$ cat src/rtl/mult_arb_pkg.sv
// rtl/mult_arb_pkg.sv - shared types and constants for the multiplier arbiter
// Purpose: FSM state type, default parameter values and width helpers used by
//          mult_arbiter and rr_pick.
// Ports:   none (package)
package mult_arb_pkg;

  typedef enum logic [1:0] {
    ST_IDLE    = 2'd0,
    ST_LAUNCH  = 2'd1,
    ST_WAIT    = 2'd2,
    ST_DELIVER = 2'd3
  } state_t;

  localparam int N_REQ_DEFAULT       = 4;
  localparam int WIDTH_DEFAULT       = 8;
  localparam int MUL_LATENCY_DEFAULT = 10;

  // Counter must hold MUL_LATENCY-1; keep at least one bit when the latency is 1.
  function automatic int cnt_width(input int lat);
    return (lat < 2) ? 1 : $clog2(lat);
  endfunction

  // Width of a binary requester index; at least one bit.
  function automatic int idx_width(input int n);
    return (n < 2) ? 1 : $clog2(n);
  endfunction

  localparam int CNT_W_DEFAULT = cnt_width(MUL_LATENCY_DEFAULT);

endpackage

$ cat src/rtl/rr_pick.sv
// rtl/rr_pick.sv - combinational round-robin selector
// Purpose: pick the first asserted request scanning from ptr upward with wrap.
// Ports:   req     - request vector
//          ptr     - index holding highest priority
//          win     - one-hot winner (zero when no request)
//          win_idx - binary index of the winner
//          any     - at least one request asserted
module rr_pick
  import mult_arb_pkg::*;
#(
  parameter int N     = N_REQ_DEFAULT,
  parameter int IDX_W = idx_width(N)
) (
  input  logic [N-1:0]     req,
  input  logic [IDX_W-1:0] ptr,
  output logic [N-1:0]     win,
  output logic [IDX_W-1:0] win_idx,
  output logic             any
);

  // Scan from the lowest priority toward ptr so the last hit (closest to ptr) wins.
  always_comb begin
    win     = '0;
    win_idx = '0;
    any     = |req;
    for (int k = N - 1; k >= 0; k--) begin
      if (req[(int'(ptr) + k) % N]) begin
        win                          = '0;
        win[(int'(ptr) + k) % N]     = 1'b1;
        win_idx                      = IDX_W'((int'(ptr) + k) % N);
      end
    end
  end

endmodule

$ cat src/rtl/mult_arbiter.sv
// rtl/mult_arbiter.sv - round-robin sequencer sharing one multiplier among requesters
// Purpose: grant one requester at a time, drive the multiplier with its latched
//          operands, wait the fixed latency and return the product with an ack pulse.
// Ports:   clk, reset (async active-low)
//          req, a_in, b_in  - requester levels and packed operands
//          gnt, ack         - one-hot grant (LAUNCH..DELIVER) and one-cycle ack
//          result           - product, valid while ack is high
//          busy             - high outside IDLE
//          mul_start, mul_a, mul_b, mul_pp - multiplier interface
module mult_arbiter
  import mult_arb_pkg::*;
#(
  parameter int N_REQ       = N_REQ_DEFAULT,
  parameter int WIDTH       = WIDTH_DEFAULT,
  parameter int MUL_LATENCY = MUL_LATENCY_DEFAULT
) (
  input  logic                   clk,
  input  logic                   reset,
  input  logic [N_REQ-1:0]       req,
  input  logic [N_REQ*WIDTH-1:0] a_in,
  input  logic [N_REQ*WIDTH-1:0] b_in,
  output logic [N_REQ-1:0]       gnt,
  output logic [N_REQ-1:0]       ack,
  output logic [2*WIDTH-1:0]     result,
  output logic                   busy,
  output logic                   mul_start,
  output logic [WIDTH-1:0]       mul_a,
  output logic [WIDTH-1:0]       mul_b,
  input  logic [2*WIDTH-1:0]     mul_pp
);

  localparam int IDX_W = idx_width(N_REQ);
  localparam int CNT_W = cnt_width(MUL_LATENCY);

  state_t             r_state;
  logic [IDX_W-1:0]   r_ptr;
  logic [IDX_W-1:0]   r_idx;
  logic [CNT_W-1:0]   r_cnt;
  logic [N_REQ-1:0]   r_gnt;
  logic [N_REQ-1:0]   r_ack;
  logic [2*WIDTH-1:0] r_result;
  logic               r_busy;
  logic               r_mul_start;
  logic [WIDTH-1:0]   r_mul_a;
  logic [WIDTH-1:0]   r_mul_b;

  logic [N_REQ-1:0]   w_win;
  logic [IDX_W-1:0]   w_win_idx;
  logic               w_any;

  rr_pick #(
    .N     (N_REQ),
    .IDX_W (IDX_W)
  ) u_rr_pick (
    .req     (req),
    .ptr     (r_ptr),
    .win     (w_win),
    .win_idx (w_win_idx),
    .any     (w_any)
  );

  always_ff @(posedge clk or negedge reset) begin
    if (!reset) begin
      r_state     <= ST_IDLE;
      r_ptr       <= '0;
      r_idx       <= '0;
      r_cnt       <= '0;
      r_gnt       <= '0;
      r_ack       <= '0;
      r_result    <= '0;
      r_busy      <= 1'b0;
      r_mul_start <= 1'b0;
      r_mul_a     <= '0;
      r_mul_b     <= '0;
    end else begin
      case (r_state)
        ST_IDLE: begin
          if (w_any) begin
            r_mul_a     <= a_in[w_win_idx*WIDTH +: WIDTH];
            r_mul_b     <= b_in[w_win_idx*WIDTH +: WIDTH];
            r_gnt       <= w_win;
            r_idx       <= w_win_idx;
            r_busy      <= 1'b1;
            r_mul_start <= 1'b1;
            r_state     <= ST_LAUNCH;
          end
        end
        ST_LAUNCH: begin
          r_mul_start <= 1'b0;
          r_cnt       <= CNT_W'(MUL_LATENCY - 1);
          r_state     <= ST_WAIT;
        end
        ST_WAIT: begin
          if (r_cnt != '0) begin
            r_cnt <= r_cnt - 1'b1;
          end else begin
            r_result <= mul_pp;
            r_ack    <= r_gnt;
            r_state  <= ST_DELIVER;
          end
        end
        ST_DELIVER: begin
          r_gnt   <= '0;
          r_ack   <= '0;
          r_busy  <= 1'b0;
          // The served requester drops to lowest priority for the next arbitration.
          r_ptr   <= (r_idx == IDX_W'(N_REQ - 1)) ? '0 : IDX_W'(r_idx + 1'b1);
          r_state <= ST_IDLE;
        end
        default: r_state <= ST_IDLE;
      endcase
    end
  end

  assign gnt       = r_gnt;
  assign ack       = r_ack;
  assign result    = r_result;
  assign busy      = r_busy;
  assign mul_start = r_mul_start;
  assign mul_a     = r_mul_a;
  assign mul_b     = r_mul_b;

endmodule
$ cat config.mk
export PLATFORM = sky130hd
export DESIGN_NAME = mult_arbiter
export DESIGN_NICKNAME = d
export VERILOG_FILES = /design/src/rtl/mult_arb_pkg.sv /design/src/rtl/rr_pick.sv /design/src/rtl/mult_arbiter.sv
export SDC_FILE = /design/constraint.sdc
export NUM_CORES = 1
export LEC_CHECK = 0
export CELL_PAD_IN_SITES_DETAIL_PLACEMENT = 1
export CELL_PAD_IN_SITES_GLOBAL_PLACEMENT = 1
export CORE_MARGIN = 5
export CORE_UTILIZATION = 34
export DETAILED_ROUTE_END_ITERATION = 10
export GPL_ROUTABILITY_DRIVEN = 0
export PLACE_DENSITY = 0.81
export SLEW_MARGIN = 10
export SYNTH_ARGS = -nofsm -noshare
export SYNTH_HDL_FRONTEND = slang
export SYNTH_SLANG_ARGS = --single-unit
export TNS_END_PERCENT = 100
$ cat constraint.sdc
create_clock -name clk -period 3.6 [get_ports clk]
set_input_delay 0.72 -clock clk [delete_from_list [all_inputs] [get_ports clk]]
set_output_delay 0.72 -clock clk [all_outputs]
set_load 0.01 [all_outputs]
==> results of run 1 <==
==> placed cells by master (no fill, tap or decap), drive strengths merged, types with 5 or more instances in the layout <==
cell	count
mux2	20
a221o	5
clkbuf	6
nor2	15
buf	16
ha	16
a221oi	12
o211ai	5
dfrtp	52
clkdlybuf4s50	126
mux2i	44
o21ai	11
a22oi	7
inv	8
o2bb2ai	12
nand2	23
==> metal layers <==
layer / up-vias / share of wire, % / global-route usage (%) / wire length, um
met4: 0 / 1.5 / 3.65 / 159
met5: - / 0 / 0 / 0
met3: 10 / 5.1 / 3.93 / 534
met2: 86 / 52 / 30.9 / 5490
li1: 1426 / - / - / -
met1: 1466 / 41 / 19.5 / 4330
==> worst min-delay path: cells and delay by family, from the launching register on <==
| family | cells | cell delay, ps |
|---|---|---|
| flip-flops | 1 | 360 |
| AND/OR/NAND/NOR | 2 | 100 |
==> layout make-up <==
class / count / share of cell area, %
well taps: 136 / 3.37
repair buffers: 142 / 27.3
flip-flops and latches: 52 / 25.8
clock inverters: 2 / 0.769
multi-input cells: 226 / 40.5
inverters: 8 / 0.595
clock buffers: 6 / 1.64
==> logic make-up after synthesis <==
kind of cell	Yosys count
muxes	68
buffers and inverters	27
and+or+nand+nor	61
AOI/OAI and AO/OA	79
adders and majority gates	16
xor gates and xnor gates	2
DFF	52
==> where the power goes <==
part	total, mW	switching [mW]	leakage, nW	internal, mW
Combinational	2.82	1.42	1.37	1.39
Sequential	1.02	0.164	0.617	0.852
Clock	0.420	0.192	0.0614	0.228
==> metrics by stage <==
stage | util (%) | area [sq um] | cells | power (mW) | hold WS (ps)
CTS | 49.8 | 5040 | 572 | 4.31 | 497
detailed placement | 48.6 | 4920 | 564 | 3.87 | 473
global route | 49.8 | 5040 | 572 | 4.55 | 528
floorplan | - | 3480 | 305 | 2.87 | 424
global placement | 48.6 | 4920 | 564 | 3.76 | 470
finish | 49.8 | 5040 | 572 | 4.25 | 489
==> sequential cells by signal, summed over array words and instances, names as in the netlist <==
| name | count |
|---|---|
| result | 16 |
| mul_a | 8 |
| mul_b | 8 |
| ack | 4 |
| gnt | 4 |
| r_cnt | 4 |
| r_idx | 2 |
| r_ptr | 2 |
| r_state | 2 |
| busy | 1 |
| mul_start | 1 |
==> worst paths after layout <==
check | startpoint | slack [ps] | endpoint | depth (start not counted)
max | req[0] | 420 | mul_b[0] | 7
min | r_idx[1] | 490 | r_idx[1] | 2
max reg2reg | r_ptr[0] | 600 | mul_b[0] | 9
min reg2reg | r_idx[1] | 490 | r_idx[1] | 2
max in group asynchronous | reset | 2380 | gnt[2] | 2
min in group asynchronous | reset | 570 | ack[0] | 1
==> flow_results.xml, run 1 <==
<?xml version="1.0" encoding="UTF-8"?>
<metrics>
  <group name="outcome">
    <metric name="status" unit="">finished clean</metric>
  </group>
  <group name="die">
    <metric name="initial_utilization" unit="%">34.3</metric>
    <metric name="number_of_i_o_pins" unit="">128</metric>
    <metric name="floorplan.core_area" unit="sq um">10100</metric>
    <metric name="rows" unit="">37</metric>
    <metric name="floorplan.die.height" unit="um">111</metric>
    <metric name="fp.dieArea" unit="sq um">12400</metric>
    <metric name="die_w" unit="um">111</metric>
  </group>
  <group name="synth">
    <metric name="syn-mean-instance-area" unit="sq um">11.4</metric>
    <metric name="combinational_family_with_the_most_area_after_synthesis" unit="">multiplexers</metric>
    <metric name="synth.lib_cells_used.distinct" unit="">58</metric>
    <metric name="synth.net_count" unit="">407</metric>
    <metric name="postSynthRegisterBits" unit="">52</metric>
    <metric name="ys.flop_type" unit="">sky130_fd_sc_hd__dfrtp_1</metric>
    <metric name="yosys.area_share.adder" unit="%">5.75</metric>
    <metric name="synth_enable_flop_cells" unit="">0</metric>
    <metric name="yosys-top-cells-count" unit="">sky130_fd_sc_hd__dfrtp_1, sky130_fd_sc_hd__mux2i_1, sky130_fd_sc_hd__nand2_1</metric>
    <metric name="yosys.area_share.xor_xnor" unit="%">0.503</metric>
    <metric name="post-synth-top-area-cell" unit="">sky130_fd_sc_hd__dfrtp_1</metric>
    <metric name="yosysWarningCount" unit="">0</metric>
    <metric name="syn-instance-count" unit="">305</metric>
    <metric name="synth_area_leaders" unit="">sky130_fd_sc_hd__dfrtp_1, sky130_fd_sc_hd__mux2i_1, sky130_fd_sc_hd__mux2_2</metric>
    <metric name="synth_top_area_share" unit="%">37.4</metric>
    <metric name="synth.yosys.seq_area_share" unit="%">37.4</metric>
    <metric name="yosysMostFrequentCell" unit="">sky130_fd_sc_hd__dfrtp_1</metric>
    <metric name="compound_gate_portion_of_the_synthesized_area" unit="%">20.8</metric>
    <metric name="async_set_or_reset_register_ratio_after_synthesis" unit="%">100</metric>
    <metric name="synthMuxAreaShare" unit="%">22.2</metric>
    <metric name="synthSimpleGateAreaFrac" unit="%">8.81</metric>
    <metric name="syn-cell-area" unit="sq um">3480</metric>
  </group>
  <group name="setup_path">
    <metric name="worstPathArrival" unit="ps">3370</metric>
    <metric name="cpMaxStageDelayCell" unit="">sky130_fd_sc_hd__a311oi_2</metric>
    <metric name="timing.critical_path.to_type" unit="">register</metric>
    <metric name="critical-path-top-delay-family" unit="">compound AO/OA/AOI/OAI gates</metric>
    <metric name="timing.critical_path.slowest_cell_delay" unit="ps">910</metric>
    <metric name="timing.critical_path.buf_inv" unit="">1</metric>
    <metric name="maximum_fanout_along_the_worst_path" unit="">13</metric>
    <metric name="worst_setup_path_start_kind" unit="">input pin</metric>
    <metric name="timing_worst_setup_path_type" unit="">in -&gt; reg</metric>
    <metric name="path_cells" unit="">clkdlybuf4s50_1 &gt; mux4_2 &gt; a31oi_1 &gt; a311oi_2 &gt; a22oi_1 &gt; nor2_1 &gt; a211oi_2</metric>
    <metric name="worst-endpoint-required" unit="ps">3790</metric>
  </group>
  <group name="timing">
    <metric name="timing.final.crit_share" unit="%">88.3</metric>
    <metric name="grt_setup_unrepaired" unit="">no</metric>
    <metric name="finalSetupTns" unit="ps">0</metric>
    <metric name="worst_clock_skew" unit="ps">6.48</metric>
    <metric name="worst_slew_margin_rel" unit="%">28.7</metric>
    <metric name="finalMaxSlewViolations" unit="">0</metric>
    <metric name="final_hold_viol_count" unit="">0</metric>
    <metric name="finalWorstSetupSlack" unit="ps">420</metric>
    <metric name="final_period_minus_worst_setup_slack" unit="ps">3180</metric>
    <metric name="finalSetupViolations" unit="">0</metric>
    <metric name="worst-slew-pin-transition" unit="ps">1070</metric>
    <metric name="clock.fmax" unit="GHz">0.314</metric>
  </group>
  <group name="route">
    <metric name="detail_route.wirelength" unit="mm">10.5</metric>
    <metric name="drt_first_pass_iters" unit="">4</metric>
    <metric name="dr.first_iter.drc_count" unit="">82</metric>
    <metric name="post_drt_wl_per_cell" unit="um">18.4</metric>
    <metric name="vias_per_cell" unit="">5.22</metric>
    <metric name="detail_route.drc_violations" unit="">0</metric>
    <metric name="drtAntennaViolNets" unit="">0</metric>
    <metric name="via_count" unit="">2988</metric>
  </group>
  <group name="job">
    <metric name="maxCapViolCount" unit="">0</metric>
  </group>
  <group name="global_routing">
    <metric name="grt_antenna_before_repair" unit="">0</metric>
    <metric name="grt_start_max_net_pins" unit="">43</metric>
    <metric name="wire_length_of_the_first_global_routing_pass" unit="mm">17.2</metric>
    <metric name="vias_in_the_first_global_route" unit="">3375</metric>
    <metric name="grt-ovfl-total" unit="">0</metric>
    <metric name="gr-usage-all-layers" unit="%">16.7</metric>
  </group>
  <group name="placed_design">
    <metric name="port_buffers" unit="">127</metric>
    <metric name="dp_hpwl" unit="mm">8.47</metric>
    <metric name="place_ws" unit="ps">166</metric>
  </group>
  <group name="cts">
    <metric name="cts_tree" unit="">yes</metric>
    <metric name="clkLatencyLatePin" unit="ps">300</metric>
    <metric name="cts.htree.levels" unit="">2</metric>
    <metric name="cts_buffers" unit="">5</metric>
    <metric name="cts-root-to-sink-buffers" unit="">2</metric>
    <metric name="number_of_gates_resized_after_cts" unit="">0</metric>
    <metric name="cts_setup_buffers" unit="">0</metric>
    <metric name="cts_root_buf" unit="">sky130_fd_sc_hd__clkbuf_8</metric>
    <metric name="cts.hold.buffers_added" unit="">0</metric>
    <metric name="clkTransAtPathRegs" unit="ps">90</metric>
    <metric name="number_of_sinks_on_the_clock_net" unit="">52</metric>
  </group>
  <group name="finish">
    <metric name="diodes" unit="">0</metric>
    <metric name="layout.filler_cells" unit="">1098</metric>
    <metric name="layout-drive-gt1-share" unit="%">16.1</metric>
    <metric name="final_nets" unit="">537</metric>
    <metric name="register_area" unit="sq um">1300</metric>
    <metric name="multiInputGateArea" unit="sq um">2040</metric>
    <metric name="area_growth" unit="%">45.0</metric>
  </group>
  <group name="pwr">
    <metric name="static-leakage-power" unit="nW">2.05</metric>
    <metric name="vdd_drop_max" unit="V">0.000313</metric>
    <metric name="cellPowerDensity" unit="nW/um^2">843</metric>
  </group>
  <group name="hold_path">
    <metric name="timing.hold.worst.class" unit="">reg -&gt; reg</metric>
  </group>
</metrics>
No activity file was read; power rests on OpenSTA's default activity.
==> run 2, diff against run 1 <==
--- a/config.mk
+++ b/config.mk
@@ -10,7 +10,6 @@
 export CORE_MARGIN = 5
 export CORE_UTILIZATION = 34
 export DETAILED_ROUTE_END_ITERATION = 10
-export GPL_ROUTABILITY_DRIVEN = 0
 export PLACE_DENSITY = 0.81
 export SLEW_MARGIN = 10
 export SYNTH_ARGS = -nofsm -noshare
==> results of run 2 <==
No change in the layout: final DEF, timing and power equal those of run 1.
==> run 3, diff against run 2 <==
--- a/config.mk
+++ b/config.mk
@@ -5,6 +5,7 @@
 export SDC_FILE = /design/constraint.sdc
 export NUM_CORES = 1
 export LEC_CHECK = 0
+export CAP_MARGIN = 15
 export CELL_PAD_IN_SITES_DETAIL_PLACEMENT = 1
 export CELL_PAD_IN_SITES_GLOBAL_PLACEMENT = 1
 export CORE_MARGIN = 5
==> results of run 3 <==
No change in the layout: final DEF, timing and power equal those of run 1.
